--- src/rtl/proc_io_hub_pkg.sv ---
// Shared constants and helpers for the processor I/O hub.
// Holds default widths, clog2 and strobe-decoding functions.
package proc_io_pkg;

    localparam int NBIN_DEF  = 19;
    localparam int NBOUT_DEF = 28;
    localparam int NPORT_DEF = 4;

    function automatic int clog2(input int n);
        int r;
        r = 0;
        while ((1 << r) < n) r++;
        return r;
    endfunction

    function automatic int lsb_idx(input logic [31:0] v);
        int r;
        r = 0;
        for (int i = 31; i >= 0; i--) begin
            if (v[i]) r = i;
        end
        return r;
    endfunction

    function automatic logic multi_hot(input logic [31:0] v);
        return (v & (v - 32'd1)) != 32'd0;
    endfunction

endpackage

--- src/rtl/proc_io_hub_sync_fifo.sv ---
// Synchronous FIFO with registered head and occupancy count.
// A push into a full FIFO is accepted only when a pop happens together.
module sync_fifo
    import proc_io_pkg::*;
#(
    parameter int WIDTH = 8,
    parameter int DEPTH = 4
) (
    input  logic                  clk,
    input  logic                  rst,
    input  logic                  push_i,
    input  logic                  pop_i,
    input  logic [WIDTH-1:0]      data_i,
    output logic [WIDTH-1:0]      head_o,
    output logic                  full_o,
    output logic                  empty_o,
    output logic [clog2(DEPTH):0] count_o
);
    localparam int AW = clog2(DEPTH);

    logic [WIDTH-1:0] mem_q [DEPTH];
    logic [AW-1:0]    wr_q, wr_d, rd_q, rd_d;
    logic [AW:0]      cnt_q, cnt_d;
    logic             do_push, do_pop;

    assign empty_o = (cnt_q == '0);
    assign full_o  = (cnt_q == (AW+1)'(DEPTH));
    assign do_pop  = pop_i && !empty_o;
    assign do_push = push_i && (!full_o || do_pop);
    assign head_o  = mem_q[rd_q];
    assign count_o = cnt_q;

    // Next pointers and count; pointers wrap naturally at DEPTH.
    always_comb begin
        wr_d  = do_push ? wr_q + 1'b1 : wr_q;
        rd_d  = do_pop ? rd_q + 1'b1 : rd_q;
        cnt_d = cnt_q + (AW+1)'(do_push) - (AW+1)'(do_pop);
    end

    // Pointer and count registers.
    always_ff @(posedge clk or posedge rst) begin
        if (rst) begin
            wr_q  <= '0;
            rd_q  <= '0;
            cnt_q <= '0;
        end else begin
            wr_q  <= wr_d;
            rd_q  <= rd_d;
            cnt_q <= cnt_d;
        end
    end

    // Storage array; contents are don't-care while empty.
    always_ff @(posedge clk) begin
        if (do_push) mem_q[wr_q] <= data_i;
    end

endmodule

--- src/rtl/proc_io_hub.sv ---
// Peripheral-side I/O hub for the floating-point processor wrapper.
// Optional macro PROC_IO_HUB_BYPASS_EN: empty-port read returns same-cycle push.
module proc_io_hub
    import proc_io_pkg::*;
#(
    parameter int NUIOIN = NPORT_DEF,
    parameter int NUIOOU = NPORT_DEF,
    parameter int NBIN   = NBIN_DEF,
    parameter int NBOUT  = NBOUT_DEF,
    parameter int FDEPTH = 4,
    parameter int ODEPTH = 8
) (
    input  logic                      clk,
    input  logic                      rst,
    input  logic [NBIN-1:0]           s_data,
    input  logic [clog2(NUIOIN)-1:0]  s_port,
    input  logic                      s_valid,
    output logic                      s_ready,
    input  logic [NUIOIN-1:0]         req_in,
    output logic [NBIN-1:0]           io_in,
    input  logic [NUIOOU-1:0]         out_en,
    input  logic [NBOUT-1:0]          io_out,
    output logic [NBOUT-1:0]          m_data,
    output logic [clog2(NUIOOU)-1:0]  m_port,
    output logic                      m_valid,
    input  logic                      m_ready,
    output logic                      underflow,
    output logic                      overflow,
    output logic                      strobe_err
);
    localparam int IPW = clog2(NUIOIN);
    localparam int OPW = clog2(NUIOOU);
    localparam int OW  = NBOUT + OPW;

    logic [NUIOIN-1:0]                 in_full, in_empty, in_push, in_pop;
    logic [NBIN-1:0]                   in_head [NUIOIN];
    logic [NUIOIN-1:0][clog2(FDEPTH):0] in_cnt;
    logic [NBIN-1:0]                   last_q [NUIOIN];
    logic [2**IPW-1:0]                 port_full;
    logic [IPW-1:0]                    rd_idx;
    logic                              rd_any, push_ok, bypass;
    logic                              o_push, o_pop, o_full, o_empty;
    logic [OW-1:0]                     o_head;
    logic [clog2(ODEPTH):0]            o_cnt;
    logic                              underflow_q, underflow_d;
    logic                              overflow_q, overflow_d;
    logic                              strobe_err_q, strobe_err_d;
    logic                              unused_cnt;

    // Out-of-range port numbers look permanently full.
    always_comb begin
        port_full = '1;
        for (int i = 0; i < NUIOIN; i++) port_full[i] = in_full[i];
    end

    assign s_ready = !rst && !port_full[s_port];
    assign push_ok = s_valid && s_ready;
    assign rd_any  = |req_in;
    assign rd_idx  = IPW'(lsb_idx(32'(req_in)));

`ifdef PROC_IO_HUB_BYPASS_EN
    assign bypass = rd_any && in_empty[rd_idx] && push_ok && (s_port == rd_idx);
`else
    assign bypass = 1'b0;
`endif

    for (genvar g = 0; g < NUIOIN; g++) begin : g_in
        assign in_push[g] = push_ok && (s_port == IPW'(g)) && !bypass;
        assign in_pop[g]  = rd_any && (rd_idx == IPW'(g)) && !in_empty[g];
        sync_fifo #(.WIDTH(NBIN), .DEPTH(FDEPTH)) u_fifo (
            .clk     (clk),
            .rst     (rst),
            .push_i  (in_push[g]),
            .pop_i   (in_pop[g]),
            .data_i  (s_data),
            .head_o  (in_head[g]),
            .full_o  (in_full[g]),
            .empty_o (in_empty[g]),
            .count_o (in_cnt[g])
        );
    end

    // Serve the lowest strobed port: head, bypassed sample or last value.
    always_comb begin
        io_in = '0;
        if (rd_any) begin
            if (!in_empty[rd_idx]) io_in = in_head[rd_idx];
            else if (bypass)       io_in = s_data;
            else                   io_in = last_q[rd_idx];
        end
    end

    // Remember the value most recently delivered from each port.
    always_ff @(posedge clk or posedge rst) begin
        if (rst) begin
            for (int i = 0; i < NUIOIN; i++) last_q[i] <= '0;
        end else if (rd_any && (!in_empty[rd_idx] || bypass)) begin
            last_q[rd_idx] <= io_in;
        end
    end

    assign o_push  = |out_en;
    assign o_pop   = m_valid && m_ready;
    assign m_valid = !o_empty;
    assign {m_port, m_data} = o_head;

    sync_fifo #(.WIDTH(OW), .DEPTH(ODEPTH)) u_ofifo (
        .clk     (clk),
        .rst     (rst),
        .push_i  (o_push),
        .pop_i   (o_pop),
        .data_i  ({OPW'(lsb_idx(32'(out_en))), io_out}),
        .head_o  (o_head),
        .full_o  (o_full),
        .empty_o (o_empty),
        .count_o (o_cnt)
    );

    assign unused_cnt = ^{in_cnt, o_cnt};

    // Sticky error flags accumulate until reset.
    always_comb begin
        underflow_d  = underflow_q |
                       (rd_any && in_empty[rd_idx] && !bypass);
        overflow_d   = overflow_q | (o_push && o_full && !o_pop);
        strobe_err_d = strobe_err_q |
                       multi_hot(32'(req_in)) | multi_hot(32'(out_en));
    end

    // Flag registers.
    always_ff @(posedge clk or posedge rst) begin
        if (rst) begin
            underflow_q  <= 1'b0;
            overflow_q   <= 1'b0;
            strobe_err_q <= 1'b0;
        end else begin
            underflow_q  <= underflow_d;
            overflow_q   <= overflow_d;
            strobe_err_q <= strobe_err_d;
        end
    end

    assign underflow  = underflow_q;
    assign overflow   = overflow_q;
    assign strobe_err = strobe_err_q;

endmodule
--- config.mk ---
export PLATFORM = sky130hd
export DESIGN_NAME = proc_io_hub
export DESIGN_NICKNAME = d
export VERILOG_FILES = /design/src/rtl/proc_io_hub_pkg.sv /design/src/rtl/proc_io_hub_sync_fifo.sv /design/src/rtl/proc_io_hub.sv
export SDC_FILE = /design/constraint.sdc
export NUM_CORES = 1
export LEC_CHECK = 0
export CORE_ASPECT_RATIO = 1.75
export CORE_MARGIN = 8
export CORE_UTILIZATION = 45
export CTS_CLUSTER_SIZE = 28
export DETAILED_ROUTE_END_ITERATION = 10
export SLEW_MARGIN = 20
export SYNTH_ARGS = -nofsm -noshare
export SYNTH_HDL_FRONTEND = slang
export SYNTH_SLANG_ARGS = --single-unit
--- constraint.sdc ---
create_clock -name clk -period 6.4 [get_ports clk]
set_input_delay 0.96 -clock clk [delete_from_list [all_inputs] [get_ports clk]]
set_output_delay 0.96 -clock clk [all_outputs]
set_load 0.03 [all_outputs]
# Word-level counts from Yosys, hierarchy flattened
# Memory sizes are Yosys's and may differ from the RTL's.
# Index checks and enable logic that the tools add are counted.
dict set report classes {
  addsub 22
  n_mul 0
  div_mod_pow 0
  magnitude_cmp 4
  n_eq_ne 11
  shifts 0
  n_mux 33
  n_bitwise 7
  reduce_logical 60
}
# op n
set op_table {}
lappend op_table {{19-bit two-way mux} 7}
lappend op_table {{19-bit binary-select mux with 2-bit select} 2}
lappend op_table {{76-bit bitwise mux} 1}
lappend op_table {{4-bit by 32-bit bitwise AND with 32-bit output} 2}
lappend op_table {{32-bit nonzero test} 2}
lappend op_table {{19-bit demux with 2-bit select} 1}
lappend op_table {{1-bit logical AND} 30}
lappend op_table {{2-bit by 1-bit adder with 2-bit output, second input constant} 8}
lappend op_table {{2-bit two-way mux} 8}
lappend op_table {{1-bit logical NOT} 14}
lappend op_table {{3-bit by 1-bit adder with 3-bit output} 4}
lappend op_table {{3-bit == test, second input constant} 4}
lappend op_table {{3-bit logical NOT} 4}
lappend op_table {{1-bit two-way mux} 12}
lappend op_table {{3-bit by 1-bit subtractor with 3-bit output} 4}
lappend op_table {{4-bit by 1-bit subtractor with 5-bit output, second input constant} 2}
lappend op_table {{2-bit == test, second input constant} 4}
lappend op_table {{4-bit OR reduction} 2}
lappend op_table {{3-bit by 1-bit adder with 3-bit output, second input constant} 2}
lappend op_table {{2-bit by 3-bit < comparator with 1-bit output, second input constant} 2}
lappend op_table {{1-bit logical OR} 5}
lappend op_table {{4-bit by 1-bit adder with 4-bit output} 1}
lappend op_table {{1-bit binary-select mux with 2-bit select} 2}
lappend op_table {{2-bit by 1-bit == test with 1-bit output, second input constant} 2}
lappend op_table {{8 further kinds} 12}
dict set report totals {
  regBits 117
  latchBits 0
  mem_bits_rw 544
  rom_bits 0
  input_bits 61
  out_inout_bits 54
  elab_cells 164
  memories 5
}
# memory words width rd rd_ports_with_merged_regs write_ports line
set memory_table {}
lappend memory_table {u_ofifo.mem_q 8 30 1 0 1 proc_io_hub_sync_fifo.sv:21} ;# logic [WIDTH-1:0] mem_q [DEPTH];
lappend memory_table {{g_in[0].u_fifo.mem_q} 4 19 1 0 1 proc_io_hub_sync_fifo.sv:21}
lappend memory_table {{g_in[1].u_fifo.mem_q} 4 19 1 0 1 proc_io_hub_sync_fifo.sv:21}
lappend memory_table {{g_in[2].u_fifo.mem_q} 4 19 1 0 1 proc_io_hub_sync_fifo.sv:21}
lappend memory_table {{g_in[3].u_fifo.mem_q} 4 19 1 0 1 proc_io_hub_sync_fifo.sv:21}

# Logic depth before layout (Yosys ltp)
dict set report depth {
  depth_word 12
  mapped_depth 12
  mapped_depth_nobuf 11
}

# Modules after synthesis
# From an unflattened synthesis, not the netlist that was laid out.
dict set report hier_totals {
  hier_cells 1440
  area_unflattened_um2 27007.2
}
# mod n_inst cells_per_inst area_each_um2 seq_area_each_um2
set modules_own_cells {}
lappend modules_own_cells {{sync_fifo at g_in[0].u_fifo ...} 4 135 3165.5 2457.4}
lappend modules_own_cells {{sync_fifo at u_ofifo} 1 410 9855.7 7457.2}
lappend modules_own_cells {proc_io_hub 1 490 4489.3 1976.9}

# Least setup slack after synthesis
# No wires, ideal clock.
dict set report synth_path {
  path_kind {input -> register}
  start {input m_ready}
  end {memory u_ofifo.mem_q[6][0] (netlist name), enable pin}
  t_arrival_ps 3879
  required_ps 5939
  path_slack_ps 2060
  cell_stages 4
  path_cell_list {nand2b_1 > a31oi_1 > nand2_1 > nor3b_1}
}
dict set report synth_between {
  elab_chain_cells 6
}
# element line
set synth_rtl {}
lappend synth_rtl {{start, declared} proc_io_hub.sv:26} ;# input logic m_ready,
lappend synth_rtl {{1-bit logical AND} proc_io_hub.sv:103} ;# assign o_pop = m_valid && m_ready;
lappend synth_rtl {{1-bit logical AND} proc_io_hub_sync_fifo.sv:28} ;# assign do_pop = pop_i && !empty_o;
lappend synth_rtl {{1-bit logical OR} proc_io_hub_sync_fifo.sv:29} ;# assign do_push = push_i && (!full_o || do_pop);
lappend synth_rtl {{1-bit logical AND} proc_io_hub_sync_fifo.sv:29}
lappend synth_rtl {{via u_ofifo.do_push} proc_io_hub_sync_fifo.sv:24} ;# logic do_push, do_pop;
lappend synth_rtl {{1-bit two-way mux} proc_io_hub_sync_fifo.sv:55} ;# if (do_push) mem_q[wr_q] <= data_i;
lappend synth_rtl {{1-bit two-way mux (not written as such)} proc_io_hub_sync_fifo.sv:55}
lappend synth_rtl {{end, declared} proc_io_hub_sync_fifo.sv:21}
# The timed path passes the listed nets, and every way through them passes these cells.

# Worst setup path after layout
dict set report layout_path {
  start {input req_in[0]}
  end {output io_in[16]}
}
dict set report layout_between {
  elab_chain_cells 7
  word_cells_on_any_way 13
  cone_classes {mux (11); bitwise (1); reduce/logical (1)}
}
# element line
set layout_rtl {}
lappend layout_rtl {{start, declared} proc_io_hub.sv:19} ;# input logic [NUIOIN-1:0] req_in,
lappend layout_rtl {{2-bit two-way mux} proc_io_hub_pkg.sv:20} ;# if (v[i]) r = i;
lappend layout_rtl {{2-bit inverter with 3-bit output (not written as such)} {proc_io_hub.sv:87, proc_io_hub.sv:89}}
lappend layout_rtl {{19-bit binary-select mux with 2-bit select, on equally long branches} {proc_io_hub.sv:87, proc_io_hub.sv:89}}
lappend layout_rtl {{19-bit two-way mux, on equally long branches (2 in a row)} {proc_io_hub.sv:87, proc_io_hub.sv:89}}
lappend layout_rtl {{19-bit two-way mux} proc_io_hub.sv:87} ;# if (!in_empty[rd_idx]) io_in = in_head[rd_idx];
lappend layout_rtl {{19-bit two-way mux *} proc_io_hub.sv:86} ;# if (rd_any) begin
lappend layout_rtl {{end, declared} proc_io_hub.sv:20} ;# output logic [NBIN-1:0] io_in,
# Mark *: on every way between the ends. The rest lies on a longest branch, timed or not. The select of a mux whose other input is x is not followed.

==> results.ini <==
[cts]
cts_tree=done
clk_pin_slew_ps=60
cts_buffers=56
clkLatencyLatePin_ps=600
clk_path_buf_depth=3
cts-root-buf=clkbuf_16
cts_resized=0
h-tree-depth=2
numClockSinks=661
cts_setup_buffers=0
holdBufCountCts=0

[setup_path]
cp_max_fo=39
crit_path_start_kind=input pin
endpoint_kind=primary output
r2r_slack_ps=3280
crit_type=input pin to primary output
max_stage_delay_ps=870
cpMaxStageDelayCell=or4b_4
path_cells=clkdlybuf4s50_1 > or4b_4 > or2_4 > nand4_1 > buf_4 > o21ai_0 > buf_12
cp_data_required_time_ps=5440
worstPathArrival_ps=4130

[synthesis]
synth.distinct_cells=53
ys_ff_latch=661
synth_area_per_cell_sq_um=18.37
seq_area_frac_synth_pct=72.97
synth_edf_count=544
netlist_instances=1437
yosysWarnings=0
syn_area_sq_um=26400
async_flop_share_pct=17.70
synth_nets=1535
synth-main-ff-cell=edfxtp_1

[pwr]
power.density_nw_per_um2=459.0
p_sw_share_pct=30.95
p_leak_nw=10.50
p_sw_mw=4.359
clockPowerShare_pct=25.2
power_frac_comb_pct=31.5
power.internal_mw=9.724
seqPwrFrac_pct=43.2
ir_worst_vdd_mv=0.2673
power_mw=14.08

[drt]
vias=13260
post_drt_wl_per_cell_um=24.47
viasPerCell=5.545
met2_length_um=31860
firstDrtPassIters=5
routed_wl_um=58500
drt-met1-wl_um=22320
antenna_left=0
top_layer=met4
route.met3.wl_um=2590
drc=0
drt-initial-drc-count=768

[job]
drv_cap=0

[floorplanning]
rows=117
die_w_um=199.1
die_h_um=336.4
core_sq_um=58120
dieArea_sq_um=66970
initial_utilization_pct=45.42
pin_count=115

[sta]
finalSetupTns_ps=0
min_period_over_period_pct=79.50
worst_slew_pin_slew_ps=1036
relSlewSlack_pct=30.95
min_period_ps=5088
clock_skew_ps=22.67
fmaxAchievable_mhz=196.5
fin_hold_ws_ps=473.1
rsz0062_at_grt=no
hold_viol=0
slew_viol_final=0
setup_viol=0

[cells_and_area]
mostFrequentLayoutCells=edfxtp_1 (544), mux4_2 (136), dfrtp_1 (115)
final_common_cell=edfxtp_1
area_growth_pct=16.22
drive_above_1_share_pct=22.19
n_antenna_cell=0
final_net_count=1672

[place]
port_buffers=114
hpwl_um=39470
gp_congestion=0.7814

[global_routing]
grt_pass1_vias=14170
grt_use_total_pct=17.85
grt_max_degree=63
antenna_found_initial=4
grt_first_pass_wirelength_um=89440
grt_overflow=0

[outcome]
outcome=complete, no violations

[hold_path]
hold_path.class=flip-flop to flip-flop

==> routing by layer <==
metal  vias to the layer above  GRT usage (%)
li1                       5921              -
met1                      6932          21.17
met2                       310          32.99
met3                        95          2.312
met4                         0          5.693
met5                         -              0
==> final cells by class <==
type / count / area, sq um
clock inverter: 25 / 364.1
clock buffer: 77 / 1551
timing repair buffer: 165 / 1714
tap: 773 / 967.2
inverter: 41 / 156.4
multi-input combinational: 649 / 6658
fill: 4639 / 27440
sequential: 661 / 19270
==> cell families (layout without fill, tap and decap cells) <==
kind of cell	after synthesis	after routing	synth area share (%)
xor+xnor	26	26	0.8626
simple gates	189	189	3.493
fa+ha+maj	38	38	1.934
compound gates	187	187	4.038
mux	209	209	14.72
buf+inv	127	308	1.981
flops	661	661	72.97
==> cells in the mapped netlist (2+ instances only) <==
cell | instances | area (sq um)
a21oi_1 | 41 | 205.2
o22ai_1 | 37 | 231.5
nor3b_1 | 5 | 37.54
a31oi_1 | 2 | 12.51
o211ai_1 | 19 | 142.6
and2_1 | 12 | 75.07
inv_1 | 40 | 150.1
ha_1 | 32 | 400.4
mux2_2 | 54 | 608.1
buf_2 | 22 | 110.1
buf_1 | 6 | 22.52
xnor2_1 | 21 | 183.9
or3_1 | 2 | 12.51
fa_1 | 5 | 100.1
o21ai_1 | 5 | 25.02
nand2_1 | 68 | 255.2
xor2_1 | 5 | 43.79
dfrtp_1 | 117 | 2928
nand3_1 | 25 | 125.1
edfxtp_1 | 544 | 16340
clkbuf_1 | 55 | 206.5
o21ai_0 | 74 | 370.4
buf_6 | 2 | 22.52
mux2_1 | 19 | 214.0
a21o_1 | 2 | 15.01
mux4_2 | 136 | 3063
nor3_1 | 25 | 125.1
nand2b_1 | 4 | 25.02
nor2_1 | 28 | 105.1
and3_1 | 7 | 43.79
==> critical path, delay by kind of cell <==
family / cells / cell delay [ps]
simple gates: 3 / 1290
compound gates: 1 / 410
buf+inv: 3 / 1430
==> flip-flops by register name (all words and copies together) (netlist names) <==
register	cells
u_ofifo.rd_q	3
g_in.u_fifo.mem_q	304
strobe_err	1
u_ofifo.wr_q	3
u_ofifo.count_o	4
underflow	1
g_in.u_fifo.rd_q	8
g_in.u_fifo.count_o	12
overflow	1
g_in.u_fifo.wr_q	8
last_q	76
u_ofifo.mem_q	240
==> metrics by stage <==
step	area, sq um	util (%)	setup slack, ps	instances
3_3_place_gp	28760	49.49	1285	2289
2_1_floorplan	26400	-	2060	1437
5_1_grt	30680	52.79	1094	2391
3_5_place_dp	28760	49.49	1259	2289
6_report	30680	52.79	1312	2391
4_1_cts	30680	52.79	1256	2391
==> power groups by stage <==
stage	logic (mW)	registers [mW]	clock network, mW
6_report	4.44	6.09	3.55
3_5_place_dp	4.54	6.20	0
3_3_place_gp	4.51	6.17	0
4_1_cts	4.55	6.12	3.65
2_1_floorplan	3.09	5.87	0
5_1_grt	4.79	6.21	3.79
==> final timing paths <==
path / startpoint / cells after the start / endpoint
worst min-delay path: u_ofifo.rd_q[2] / 1 / u_ofifo.rd_q[2]
worst max register to register: u_ofifo.count_o[2] / 7 / u_ofifo.mem_q[2][16]
max in group asynchronous: rst / 3 / u_ofifo.wr_q[0]
worst max-delay path: req_in[0] / 7 / io_in[16]
worst min register to register: u_ofifo.rd_q[2] / 1 / u_ofifo.rd_q[2]
min in group asynchronous: rst / 2 / g_in[2].u_fifo.wr_q[0]
Power figures use the tool's default switching activity.
